$ cat src/rtl/cp0_register_file.sv
// Coprocessor-0 register block: BadVAddr, Count, Compare, Status, Cause and EPC,
// updated from WB-stage commits, producing mfc0 read data, redirect target and interrupt request.
module cp0_register_file #(
  parameter logic [31:0] EXCEPTION_ENTRY = 32'hBFC0_0380,
  parameter int unsigned COUNT_DIVIDER   = 2
) (
  input  logic        clock,
  input  logic        reset,
  input  logic        move_to_cp0,
  input  logic [4:0]  cp0_address_register,
  input  logic [2:0]  cp0_address_select,
  input  logic [31:0] write_data,
  output logic [31:0] read_data,
  input  logic        exception_valid,
  input  logic        eret_flush,
  input  logic [4:0]  exception_code,
  input  logic        in_delay_slot,
  input  logic [31:0] program_count,
  input  logic        is_address_fault,
  input  logic [31:0] badvaddr_value,
  input  logic [5:0]  hardware_interrupt,
  output logic [31:0] redirect_target,
  output logic        interrupt_pending
);

  localparam logic [4:0] ADDR_BADVADDR = 5'd8;
  localparam logic [4:0] ADDR_COUNT    = 5'd9;
  localparam logic [4:0] ADDR_COMPARE  = 5'd11;
  localparam logic [4:0] ADDR_STATUS   = 5'd12;
  localparam logic [4:0] ADDR_CAUSE    = 5'd13;
  localparam logic [4:0] ADDR_EPC      = 5'd14;

  logic [31:0] badvaddr_q, badvaddr_d;
  logic [31:0] count_q, count_d;
  logic [31:0] compare_q, compare_d;
  logic [31:0] epc_q, epc_d;
  logic [7:0]  im_q, im_d;
  logic        exl_q, exl_d;
  logic        ie_q, ie_d;
  logic        bd_q, bd_d;
  logic        ti_q, ti_d;
  logic [5:0]  hw_q;
  logic [1:0]  ip_sw_q, ip_sw_d;
  logic [4:0]  exccode_q, exccode_d;
  logic        tick_q, tick_d;

  logic [31:0] status;
  logic [31:0] cause;
  logic        count_inc;
  logic        select_ok;

  assign status    = {9'b0, 1'b1, 6'b0, im_q, 6'b0, exl_q, ie_q};
  assign cause     = {bd_q, ti_q, 14'b0, hw_q[5] | ti_q, hw_q[4:0], ip_sw_q, 1'b0, exccode_q, 2'b00};
  assign count_inc = (COUNT_DIVIDER == 1) ? 1'b1 : tick_q;
  assign select_ok = (cp0_address_select == 3'd0);

  always_comb begin
    read_data = '0;
    if (select_ok) begin
      case (cp0_address_register)
        ADDR_BADVADDR: read_data = badvaddr_q;
        ADDR_COUNT:    read_data = count_q;
        ADDR_COMPARE:  read_data = compare_q;
        ADDR_STATUS:   read_data = status;
        ADDR_CAUSE:    read_data = cause;
        ADDR_EPC:      read_data = epc_q;
        default:       read_data = '0;
      endcase
    end
  end

  // Redirect is held at zero while reset is asserted so an in-flight exception is dropped.
  always_comb begin
    redirect_target = '0;
    if (!reset) begin
      if (exception_valid)  redirect_target = EXCEPTION_ENTRY;
      else if (eret_flush)  redirect_target = epc_q;
    end
  end

  assign interrupt_pending = ie_q & ~exl_q & (|(cause[15:8] & im_q));

  always_comb begin
    badvaddr_d = badvaddr_q;
    count_d    = count_inc ? count_q + 32'd1 : count_q;
    compare_d  = compare_q;
    epc_d      = epc_q;
    im_d       = im_q;
    exl_d      = exl_q;
    ie_d       = ie_q;
    bd_d       = bd_q;
    ti_d       = ti_q;
    ip_sw_d    = ip_sw_q;
    exccode_d  = exccode_q;
    tick_d     = ~tick_q;

    if ((count_q == compare_q) && (compare_q != 32'd0)) ti_d = 1'b1;

    // Exception wins over eret, which wins over mtc0; nested exceptions keep EPC/BD.
    if (exception_valid) begin
      exl_d     = 1'b1;
      exccode_d = exception_code;
      if (!exl_q) begin
        epc_d = in_delay_slot ? program_count - 32'd4 : program_count;
        bd_d  = in_delay_slot;
      end
      if (is_address_fault) badvaddr_d = badvaddr_value;
    end else if (eret_flush) begin
      exl_d = 1'b0;
    end else if (move_to_cp0 && select_ok) begin
      case (cp0_address_register)
        ADDR_COUNT:   count_d = write_data;
        ADDR_COMPARE: begin
          compare_d = write_data;
          ti_d      = 1'b0;
        end
        ADDR_STATUS: begin
          im_d  = write_data[15:8];
          exl_d = write_data[1];
          ie_d  = write_data[0];
        end
        ADDR_CAUSE:   ip_sw_d = write_data[9:8];
        ADDR_EPC:     epc_d   = write_data;
        default: ;
      endcase
    end
  end

  always_ff @(posedge clock or posedge reset) begin
    if (reset) begin
      badvaddr_q <= '0;
      count_q    <= '0;
      compare_q  <= '0;
      epc_q      <= '0;
      im_q       <= '0;
      exl_q      <= 1'b0;
      ie_q       <= 1'b0;
      bd_q       <= 1'b0;
      ti_q       <= 1'b0;
      hw_q       <= '0;
      ip_sw_q    <= '0;
      exccode_q  <= '0;
      tick_q     <= 1'b0;
    end else begin
      badvaddr_q <= badvaddr_d;
      count_q    <= count_d;
      compare_q  <= compare_d;
      epc_q      <= epc_d;
      im_q       <= im_d;
      exl_q      <= exl_d;
      ie_q       <= ie_d;
      bd_q       <= bd_d;
      ti_q       <= ti_d;
      hw_q       <= hardware_interrupt;
      ip_sw_q    <= ip_sw_d;
      exccode_q  <= exccode_d;
      tick_q     <= tick_d;
    end
  end

endmodule
$ cat config.mk
export PLATFORM = sky130hd
export DESIGN_NAME = cp0_register_file
export DESIGN_NICKNAME = d
export VERILOG_FILES = /design/src/rtl/cp0_register_file.sv
export SDC_FILE = /design/constraint.sdc
export NUM_CORES = 1
export LEC_CHECK = 0
export ABC_AREA = 1
export CAP_MARGIN = 5
export CORE_MARGIN = 4
export CORE_UTILIZATION = 55
export CTS_CLUSTER_DIAMETER = 60
export DETAILED_ROUTE_END_ITERATION = 6
export DONT_BUFFER_PORTS = 1
export PLACE_DENSITY = 0.68
export RECOVER_POWER = 25
export SLEW_MARGIN = 10
export SYNTH_ARGS = -nofsm -noshare
export SYNTH_HDL_FRONTEND = slang
export SYNTH_SLANG_ARGS = --single-unit
$ cat constraint.sdc
create_clock -name clock -period 14.2 [get_ports clock]
set_input_delay 2.84 -clock clock [delete_from_list [all_inputs] [get_ports clock]]
set_output_delay 2.84 -clock clock [all_outputs]
set_load 0.03 [all_outputs]
# After elaboration in Yosys (flattened, before gate mapping)
# Cells that the tools add are included.
dict set report word_totals {
  in_bits 122
  wordCells 73
  register_bits 154
}
dict set report classes {
  n_mux 25
  addsub 2
  reduce_logical 16
  bitwise 8
  eq_ne 9
}
# cell n
set op_table {}
lappend op_table {{32-bit 2-to-1 mux} 15}
lappend op_table {{32-bit one-hot mux with 6 select lines} 1}
lappend op_table {{32-bit by 1-bit adder with 32-bit output (second input constant)} 1}
lappend op_table {{32-bit equality test} 1}
lappend op_table {{32-bit nonzero test} 1}
lappend op_table {{32-bit by 3-bit subtractor with 32-bit output (second input constant)} 1}
lappend op_table {{5-bit by 4-bit equality test with 1-bit output (second input constant)} 6}
lappend op_table {{4-bit AND reduction} 4}
lappend op_table {{1-bit 2-to-1 mux} 9}
lappend op_table {{8-bit bitwise AND} 1}
lappend op_table {{8-bit OR reduction} 1}
lappend op_table {{2-bit AND reduction} 3}
lappend op_table {{3-bit nonzero test} 2}
lappend op_table {{2-bit != test (second input constant)} 2}
lappend op_table {{1-bit NOT} 4}
lappend op_table {{2-bit nonzero test} 2}
lappend op_table {{3-bit logical NOT} 1}
lappend op_table {{1-bit bitwise AND} 2}
lappend op_table {{1-bit logical AND} 2}
lappend op_table {{1-bit OR} 1}

# Depth between registers and ports, before layout
dict set report depth {
  word_depth 7
  depth_mapped 12
  mapped_depth_nobuf 12
}

# Worst setup path after synthesis
# No wires, ideal clock.
dict set report synth_timing {
  path_type {in2out}
  startpoint {in reset}
  endpoint {out redirect_target[0]}
  path_slack_ns 4.111
  path_stages 4
  n_path_buf 1
  arrival_ns 7.249
  required_ns 11.360
  cell_sequence {inv_1 nand2_1 clkbuf_1 nor3_1}
}
dict set report synth_via {
  elab_chain_cells 1
}
# item line
set synth_rtl {}
lappend synth_rtl {{start, declared} 8} ;# input logic reset,
lappend synth_rtl {{32-bit 2-to-1 mux} 75} ;# if (!reset) begin
lappend synth_rtl {{end, declared} 22} ;# output logic [31:0] redirect_target,
# No other way between the ends.

# Worst setup path in the final report
dict set report layout_timing {
  startpoint {in exception_valid}
  endpoint {out redirect_target[20]}
}
dict set report layout_via {
  elab_chain_cells 2
}
# item line
set layout_rtl {}
lappend layout_rtl {{start, declared} 14} ;# input logic exception_valid,
lappend layout_rtl {{32-bit 2-to-1 mux} 76} ;# if (exception_valid) redirect_target = EXCEPTION_ENTRY;
lappend layout_rtl {{32-bit 2-to-1 mux} 75}
# No other way between the ends.

==> results_tabular.tex <==
\begin{tabular}{lr}
\hline
Metric & Value \\
\hline
\multicolumn{2}{l}{\textbf{Synth}} \\
\quad Cell accounting for the most synthesized area & dfrtp\_1 \\
\quad EDFF count, synth & 0 \\
\quad Count of synthesis-stage warnings from yosys & 0 \\
\quad Post-Syn Area per Cell & approximately 6.8 um\^{}2 \\
\quad Share of async-settable or async-resettable flops after synthesis & 100\% \\
\quad Post-synth top cells & 362 x nand2\_1, 223 x inv\_1, 209 x nor2\_1, 154 x dfrtp\_1, 86 x o21ai\_0 \\
\quad Most frequently used flop master after synthesis & dfrtp\_1 \\
\quad Sequential-to-total area share from yosys stat & between 30 and 40\% \\
\quad Count of cell types in the netlist & 41 \\
\quad Synth Net Count & 1594 \\
\quad Most common cell in the synthesized netlist & nand2\_1 \\
\quad Top-area cell type share of the netlist area & roughly two fifths \\
\quad Cell types with the largest area share after synthesis & dfrtp\_1 39\%, nand2\_1 14\%, inv\_1 8.4\%, nor2\_1 7.9\%, o21ai\_0 4.3\% \\
\quad Post-synthesis cell area & between 9000 and 10000 um\^{}2 \\
\quad Number of register bits inferred by synthesis & about 150 \\
\quad Number of cells produced by synthesis & between 1000 and 1500 \\
\multicolumn{2}{l}{\textbf{Critical path}} \\
\quad Reg2reg path depth & 12 \\
\quad CP Capture Type & output pin \\
\quad Element type at the critical path start & primary input \\
\quad Largest driver fanout on the critical path & between 50 and 60 \\
\quad Crit path required time & 11.36 ns \\
\quad Category of the critical setup timing path & in2out \\
\quad Worst reg2reg path startpoint & count\_q[1] \\
\quad Setup slack of the worst register-to-register path & $\sim$12 ns \\
\quad Endpoint of the worst register-to-register path & count\_q[24] \\
\quad Crit path arrival time & $\sim$6.3 ns \\
\multicolumn{2}{l}{\textbf{Outcome}} \\
\quad Violated checks & capacitance limit, slew limit \\
\quad Run status & finished with violations \\
\multicolumn{2}{l}{\textbf{Route}} \\
\quad DRC violation total after the first TritonRoute iteration & around 950 \\
\quad Drt pass-1 iters & 5 \\
\quad Post-DRT Antenna Nets & 0 \\
\quad Total wire length after detailed routing & between 30000 and 40000 um \\
\quad Vias & roughly 9600 \\
\quad Final routed DRC violation total & 0 \\
\quad Average routed wire per standard cell & approximately 20 um \\
\quad Via-to-Cell Ratio & $\sim$5.7 \\
\multicolumn{2}{l}{\textbf{Timing}} \\
\quad Max-slew headroom at the worst pin & -145\% \\
\quad Setup-failing EPs final & 0 \\
\quad Pin slew with the least headroom to its limit & roughly 3.7 ns \\
\quad Number of hold violations in the final report & 0 \\
\quad Final worst path period share & approximately 64\% \\
\quad Fin Setup TNS & 0 ns \\
\quad Final count of pins violating max slew & 198 \\
\quad Clock period minus final worst setup slack & about 9.1 ns \\
\quad Highest achievable clock rate & between 100 and 150 MHz \\
\quad Layout Skew & $\sim$0.012 ns \\
\quad Unrepaired setup endpoints after global routing & no \\
\multicolumn{2}{l}{\textbf{Clock tree}} \\
\quad Clk pin slew, worst setup/hold paths & approximately 0.07 ns \\
\quad Setup Fix Bufs, Post-CTS & 0 \\
\quad CTS sink count & 154 \\
\quad Hold bufs inserted after CTS & 0 \\
\quad Post-CTS sizing & 0 \\
\quad Buffer type at the clock tree root & clkbuf\_16 \\
\quad Count of H-tree levels built during CTS & 4 \\
\quad TritonCTS clock tree & built \\
\quad Clock insertion delay at the later pin of the skew report & approximately 0.45 ns \\
\quad Longest Clk Path Bufs & 2 \\
\quad Number of buffers created by CTS & 17 \\
\multicolumn{2}{l}{\textbf{Cells and area}} \\
\quad Number of nets at the end of the flow & around 1600 \\
\quad Area growth, synth to finish & 6.24\% \\
\quad \# diodes & 0 \\
\quad Proportion of layout cells with a drive suffix above 1 & under 10\% \\
\quad Area of all placed cells without fillers & 10500 um\^{}2 \\
\quad Fill cell count & between 1500 and 2000 \\
\multicolumn{2}{l}{\textbf{Flow run}} \\
\quad Max Cap Viol & 4 \\
\multicolumn{2}{l}{\textbf{Power and ir drop}} \\
\quad Static power due to leakage & approximately 5.1 nW \\
\quad Total power draw & between 1 and 1.5 mW \\
\quad Worst voltage drop across the vdd grid & 0.0864 mV \\
\quad Power density relative to cell area & between 100 and 150 nW/um\^{}2 \\
\multicolumn{2}{l}{\textbf{GRT}} \\
\quad Number of global-route vias before repair & 9076 \\
\quad Total GRT Usage & 33.4\% \\
\quad Pin count of the biggest net entering global routing & 66 \\
\quad Global-route wire length before repair & between 50000 and 60000 um \\
\quad Grt total ovfl & 0 \\
\quad Number of antenna violations at the first check in global routing & 0 \\
\multicolumn{2}{l}{\textbf{Die}} \\
\quad Die extent in y & around 140 um \\
\quad Die span in x & roughly 140 um \\
\quad Initial Utilization & 56.8\% \\
\quad Core Area & 17500 um\^{}2 \\
\quad Floorplan die area & a little over 20000 um\^{}2 \\
\quad Std cell rows & between 40 and 50 \\
\quad I/O pin count & about 190 \\
\multicolumn{2}{l}{\textbf{Place}} \\
\quad Port buffer count & 0 \\
\quad Last weighted congestion value of the routability-driven placer & between 0.9 and 1 \\
\quad Area post-placement & 9970 um\^{}2 \\
\quad HPWL Detailed & 25300 um \\
\multicolumn{2}{l}{\textbf{Worst hold path}} \\
\quad Endpoint with the worst hold slack & epc\_q[19] \\
\quad Classification of the worst-slack hold path & reg2reg \\
\quad Startpoint of the worst hold path & epc\_q[19] \\
\quad Cells on Worst Hold Path & 2 \\
\hline
\end{tabular}
-- where the power goes --
part	total [mW]	internal, mW	switching [mW]	leakage, nW
Clock	0.460	0.237	0.223	0.289
Sequential	0.508	0.479	0.0286	1.71
Combinational	0.177	0.0501	0.127	3.08
Total	1.14	0.766	0.379	5.08
-- routing by layer --
layer | vias to the layer above | track usage, % | share of wire, %
met4 | 0 | 9.80 | 2.5
met5 | - | 0 | 0
met2 | 440 | 50.7 | 44
met1 | 4474 | 46.6 | 43
met3 | 64 | 10.2 | 11
li1 | 4612 | - | -
-- worst max path at each step --
stage                                        from             endpoint  slack, ns  cells past startpoint
final                             exception_valid  redirect_target[20]       5.05                      4
after global routing              exception_valid  redirect_target[21]       4.79                      4
after CTS                 cp0_address_register[3]        read_data[31]       6.24                      6
after detailed placement  cp0_address_register[3]        read_data[31]       6.24                      6
after global placement    cp0_address_register[3]        read_data[31]       6.28                      6
after floorplan                             reset   redirect_target[0]       4.11                      4
-- area by class of cell --
| cell class | count | area [um^2] | area share (%) |
|---|---|---|---|
| Clock buffer | 17 | 425 | 4.03 |
| Inverter | 233 | 877 | 8.32 |
| Tap cell | 225 | 282 | 2.67 |
| Multi-Input combinational cell | 1028 | 4900 | 46.5 |
| Timing Repair Buffer | 6 | 33.8 | 0.320 |
| Clock inverter | 15 | 173 | 1.64 |
| Sequential cell | 154 | 3850 | 36.5 |
-- worst max-delay path: stages --
cell	delay (ns)
inv_1	0.04
clkbuf_1	1.32
nand2_1	1.00
nor3_1	1.08
-- layout by cell type, fill, tap and decap left out, types with 2 or more instances in the layout --
cell type and instances:
o211ai_1 6, nand3_4 2, inv_6 3, inv_1 222
o221ai_1 3, ha_1 2, nor2_4 4, nor3_1 49
o21ai_2 8, buf_4 3, clkinv_4 2, a21oi_2 4
nand2_1 363, nor2_2 9, xor2_1 17, o22ai_1 50
xnor2_1 18, inv_2 9, nor2_1 209, inv_8 5
a21oi_1 66, a31oi_1 12, clkbuf_16 17, mux2_2 6
nand2_2 3, o21ai_0 86, dfrtp_1 154, clkbuf_1 3
nand3_1 62, nand3_2 3, clkinv_8 4, nand4_1 14
o21ai_1 23
-- per-stage QoR --
stage	worst slack (ns)	hold slack, ns	cells	util [%]
3_5_place_dp	6.24	0.465	1646	57.1
6_report	5.05	0.483	1678	60.3
4_1_cts	6.24	0.484	1678	60.5
5_1_grt	4.79	0.504	1678	60.3
2_1_floorplan	4.11	0.449	1470	-
3_3_place_gp	6.28	0.461	1646	57.1
-- registers in the layout, indices dropped and copies added (netlist names) --
signal and cells:
badvaddr_q 32, compare_q 32, count_q 32, epc_q 32, im_q 8, hw_q 6
exccode_q 5, ip_sw_q 2, bd_q 1, count_inc 1, exl_q 1, ie_q 1
ti_q 1
-- logic make-up after synthesis --
family	after synthesis	synth area share, %
AND/OR/NAND/NOR	723	30.4
XOR/XNOR	35	3.09
multiplexers	6	0.681
buffers and inverters	288	11.8
AO/OA/AOI/OAI	262	14.9
adder cells (fa/ha/maj)	2	0.252
flip-flops	154	38.8
Power figures use the tool's default switching activity.
